**config.mk**
```make
export PLATFORM = sky130hd
export DESIGN_NAME = mrsc_rr_arbiter
export DESIGN_NICKNAME = d
export VERILOG_FILES = /design/src/rtl/mrsc_rr_arbiter.sv
export SDC_FILE = /design/constraint.sdc
export NUM_CORES = 1
export LEC_CHECK = 0
export CAP_MARGIN = 10
export CORE_ASPECT_RATIO = 0.6
export CORE_MARGIN = 5
export CORE_UTILIZATION = 32
export CTS_CLUSTER_SIZE = 14
export DETAILED_ROUTE_END_ITERATION = 10
export PLACE_DENSITY_LB_ADDON = 0.08
export REMOVE_ABC_BUFFERS = 1
export SYNTH_ARGS = -nofsm -noshare
export SYNTH_HDL_FRONTEND = slang
export SYNTH_SLANG_ARGS = --single-unit
```
**constraint.sdc**
```tcl
create_clock -name clk -period 1.7 [get_ports clk]
set_input_delay 0.34 -clock clk [delete_from_list [all_inputs] [get_ports clk]]
set_output_delay 0.34 -clock clk [all_outputs]
set_load 0.01 [all_outputs]
```
**src/rtl/mrsc_rr_arbiter.sv**
```systemverilog
// Round-robin arbiter: NREQ valid/ready requesters share one registered output slot
// that drives a single valid/ready completer at up to one beat per cycle.
module mrsc_rr_arbiter #(
  parameter int NREQ  = 4,
  parameter int DSIZE = 8,
  localparam int IDW  = $clog2(NREQ)
) (
  input  logic                  clk,
  input  logic                  rstn,
  input  logic [NREQ-1:0]       req_valid,
  input  logic [NREQ*DSIZE-1:0] req_data,
  output logic [NREQ-1:0]       req_ready,
  output logic                  cpl_valid,
  output logic [DSIZE-1:0]      cpl_data,
  input  logic                  cpl_ready,
  output logic [IDW-1:0]        grant_id
);

  typedef enum logic {EMPTY, FULL} state_t;

  state_t           state_p0, state_nxt;
  logic [DSIZE-1:0] data_p0, data_nxt;
  logic [IDW-1:0]   id_p0, id_nxt;
  logic [IDW-1:0]   last_ptr_p0, last_ptr_nxt;

  logic             load_en;
  logic             any_valid;
  logic [IDW-1:0]   winner;
  logic             found;
  logic [IDW-1:0]   idx;

  // Search starts one past the last winner, so the latest winner gets lowest priority.
  always_comb begin
    winner = '0;
    found  = 1'b0;
    idx    = '0;
    for (int k = 1; k <= NREQ; k++) begin
      idx = IDW'((int'(last_ptr_p0) + k) % NREQ);
      if (!found && req_valid[idx]) begin
        found  = 1'b1;
        winner = idx;
      end
    end
  end

  assign any_valid = |req_valid;
  assign load_en   = (state_p0 == EMPTY) | cpl_ready;

  always_comb begin
    req_ready         = '0;
    req_ready[winner] = load_en & any_valid;
  end

  always_comb begin
    state_nxt    = state_p0;
    data_nxt     = data_p0;
    id_nxt       = id_p0;
    last_ptr_nxt = last_ptr_p0;
    if (load_en) begin
      if (any_valid) begin
        state_nxt    = FULL;
        data_nxt     = req_data[int'(winner)*DSIZE +: DSIZE];
        id_nxt       = winner;
        last_ptr_nxt = winner;
      end else begin
        state_nxt    = EMPTY;
      end
    end
  end

  // Output slot stage
  always_ff @(posedge clk or negedge rstn) begin
    if (!rstn) begin
      state_p0    <= EMPTY;
      data_p0     <= '0;
      id_p0       <= '0;
      last_ptr_p0 <= IDW'(NREQ - 1);
    end else begin
      state_p0    <= state_nxt;
      data_p0     <= data_nxt;
      id_p0       <= id_nxt;
      last_ptr_p0 <= last_ptr_nxt;
    end
  end

  assign cpl_valid = (state_p0 == FULL);
  assign cpl_data  = data_p0;
  assign grant_id  = id_p0;

endmodule
```
==> metrics.md <==
| Metric | Value |
|---|---|
| R2R Setup Slk | -0.16 ns |
| Synth Area in Simple Gates | 0.138 |
| Outcome | finished, violations left |
| Die span in y | 49.4 um |
| CTS Buffer Depth | 2 |
| PnR worst setup slack | -0.235 ns |
| Post-Route Hold Slack | 0.466 ns |
| 1st-pass router iterations | 4 |
| Initial DRC count | 14 |
| Setup repair after global routing missed its margin | yes |
| XOR/XNOR share of the synthesized area | 0 |
| Max frequency | 517 MHz |
| Number of distinct library cells after synthesis | 22 |
| Pin slew with the least headroom to its limit | 0.584 ns |
| Switching share of total power | 0.316 |
| Clock Latency Late Sink | 0.24 ns |
| Number of cells traversed by the worst register-to-register path | 6 |
| Destination of the worst register-to-register timing path | cpl_data[5] |
| Master cell of the clock root buffer | sky130_fd_sc_hd__clkbuf_8 |
| Source of the worst register-to-register timing path | last_ptr_p0[1] |
| Portion of total power attributed to combinational logic | 0.509 |
| Horiz. Die Dim | 75.6 um |
| Final Routed Wirelength | 2730 um |
| Final clock period utilization by the worst path | 1.14 |
| Max-slew violations | 0 |
| Mean Syn Cell Area | 10.1 um^2 |
| Weighted congestion at the end of routability-driven global placement | 0.772 |
| Maxcap violations | 0 |
| Net switching power | 454 uW |
| Number of H-tree levels | 1 |
| Category of the worst setup path capture point | output pin |
| Aggregate global-route resource usage | 0.146 |
| Stages on worst setup path | 5 |
| Complex-gate fraction of the synthesized area | 0.179 |
| Main combinational cell family by area after synthesis | multiplexers |
| Kind of cell adding the most delay to the critical path | flip-flops |
| Final count of hold timing violations | 0 |
| # nets final | 187 |
| Post-synthesis sequential area ratio | 0.397 |
| Synth Instances | 82 |
| Residual overflow from global routing | 0 |
| CTS sink cnt | 13 |
| List of cells traversed by the critical path | mux2i_1, o221a_4, inv_2, nor2_1, buf_2 |
| Total DRC errors in the routed layout | 0 |
| Via count of the first global-routing pass | 887 |
| Io pins | 54 |
| Path category of the worst min-delay check | in -> async |
| Buffering stage count on the worst path with inverters included | 2 |
| Remaining antenna violation count | 0 |
| Clk slew on worst S/H paths | 0.06 ns |
| Multiplexer area fraction after synthesis | 0.206 |
| Areal power density over the cells | 899 nW/um^2 |
| Final antenna diode count | 0 |
| Adder and majority cell fraction of the synthesized area | 0 |
| Warnings, synthesis | 0 |
| Total vias in the final route | 868 |
| Starting density of the core | 0.332 |
| Headroom to the max-slew limit | 0.609 |
| IO Port Bufs | 53 |
| Final critical path time including I/O delays and setup | 1.94 ns |
| Die Outline Area | 3730 um^2 |
| Worst clock skew on the final layout | 0.00816 ns |
| Relative contribution of sequential cells to total power | 0.302 |
| Final count of negative-setup-slack endpoints | 10 |
| Critical Path RT | 1.36 ns |
| Pre-CTS setup slack | -0.787 ns |
| Area grow syn2layout | 93.6% |
| Clock tree from TritonCTS | built |
| Global-route wire length before repair | 4110 um |
| Stage delay of the slowest cell on the critical path | 0.60 ns |
| Clock group share of total power | 0.190 |
| Wirelength per Cell | 15.3 um |
| Mean number of vias per cell | 4.85 |
| Count of state elements after synthesis | 13 |
| Share of final-layout standard cells stronger than drive strength 1 | 0.286 |
| TritonCTS Buffers | 3 |
| End-of-flow core utilization | 0.643 |
| Fin Setup TNS | -1.63 ns |
| Netlist Area Pre-Place | 826 um^2 |
| Critical Path Source Type | register |
| Static Leak | 0.000690 uW |
| Core Area | 2490 um^2 |
| DPL Wire Length | 2080 um |
| Number of antenna violations at the first check in global routing | 0 |
| Largest voltage drop on the vdd net | 0.741 mV |
| Violations in the final reports | setup timing |
| Endpoint arrival time on the critical path | 1.60 ns |
| Largest fanout on the critical path | 6 |
| Largest net degree at the start of global routing | 14 |
| Cell type of the slowest stage on the worst timing path | sky130_fd_sc_hd__dfstp_2 |
| Number of core rows | 14 |
| Critical path start-end classification | reg -> out |
| Internal power | 984 uW |
| Cts hold-fix bufs | 0 |
[registers in the layout (all words and copies together), names as in the netlist]
| register | cells |
|---|---|
| last_ptr_p0 | 2 |
| cpl_data | 8 |
| cpl_valid | 1 |
| grant_id | 2 |
[synthesized netlist by cell type, drive strengths merged]
master / count / area [um^2]
nor2: 7 / 26.3
a21o: 1 / 7.51
or2: 1 / 6.26
mux2i: 17 / 170
a21oi: 5 / 28.8
nor2b: 1 / 8.76
nand2: 17 / 66.3
o22ai: 1 / 6.26
nor4: 1 / 6.26
dfstp: 2 / 52.6
o221a: 1 / 20.0
dfrtp: 11 / 275
a31o: 1 / 8.76
buf: 5 / 55.1
inv: 3 / 11.3
o221ai: 8 / 76.3
[power groups by stage]
stage / Clock [uW] / Sequential [uW] / Combinational, uW
floorplan: 0 / 466 / 230
global placement: 0 / 432 / 599
detailed placement: 0 / 436 / 611
CTS: 281 / 433 / 708
global route: 291 / 445 / 783
finish: 272 / 433 / 731
[worst reg2reg max path, cell delays in order, from the launching register on]
cell and delay (ns):
sky130_fd_sc_hd__dfstp_2 0.60, sky130_fd_sc_hd__mux2i_1 0.24, sky130_fd_sc_hd__o221a_4 0.25, sky130_fd_sc_hd__buf_6 0.13, sky130_fd_sc_hd__buf_12 0.15, sky130_fd_sc_hd__mux2i_1 0.22, sky130_fd_sc_hd__o221ai_1 0.12
[metal layers]
layer / routed length [um] / share of wire / GRT usage
met1: 1160 / 0.42 / 0.179
met3: 248 / 0.091 / 0.0535
met4: 0 / 0 / 0.0291
met5: 0 / 0 / 0
met2: 1320 / 0.48 / 0.242
[cell families (layout without fill, tap and decap cells)]
group / Yosys count / count (layout)
AOI/OAI and AO/OA: 17 / 17
DFF: 13 / 13
and+or+nand+nor: 27 / 27
buffers and inverters: 8 / 73
muxes: 17 / 17
[how the worst max path moves through the flow]
stage / slack (ns) / startpoint / end
3_3_place_gp: -0.72 / req_valid[0] / req_ready[3]
2_1_floorplan: -0.1 / last_ptr_p0[1] / req_ready[0]
5_1_grt: -0.32 / last_ptr_p0[1] / req_ready[3]
6_report: -0.24 / last_ptr_p0[1] / req_ready[2]
4_1_cts: -0.23 / last_ptr_p0[1] / req_ready[3]
3_5_place_dp: -0.79 / req_valid[0] / req_ready[2]
[final cells by class]
class	count	area, um^2
fill	197	888
timing repair buffer	66	644
multi-input combinational	61	529
sequential	13	328
clock buffer	3	41.3
tap	32	40.0
inverter	3	11.3
clock inverter	1	5.00
[stage by stage]
step / std cells / instance area (um^2) / total power (uW)
after floorplan: 77 / 771 / 697
after global placement: 173 / 1420 / 1030
after detailed placement: 173 / 1420 / 1050
after CTS: 179 / 1560 / 1420
after global routing: 179 / 1600 / 1520
final: 179 / 1600 / 1440
[what timing repair did]
| item | in CTS | in global routing |
|---|---|---|
| cloned | 1 | 0 |
| setup endpoints to repair | 12 | 12 |
| endpoints found under the hold margin | 0 | 0 |
| gates resized for setup | 37 | 7 |
| setup buffers | 1 | 1 |
| pin swaps | 12 | 7 |
[cell usage in the layout, fill, tap and decap left out, types with 3 or more instances in the layout]
cell type and n:
sky130_fd_sc_hd__dlygate4sd2_1 3, sky130_fd_sc_hd__buf_2 4, sky130_fd_sc_hd__dfrtp_1 11, sky130_fd_sc_hd__mux2i_1 11, sky130_fd_sc_hd__nor2_1 7, sky130_fd_sc_hd__mux2i_4 4, sky130_fd_sc_hd__clkbuf_8 3, sky130_fd_sc_hd__a21oi_2 3
sky130_fd_sc_hd__o221ai_1 5, sky130_fd_sc_hd__clkdlybuf4s50_1 46, sky130_fd_sc_hd__buf_4 9, sky130_fd_sc_hd__o221ai_2 3, sky130_fd_sc_hd__nand2_1 15
No activity file was read; power rests on OpenSTA's default activity.
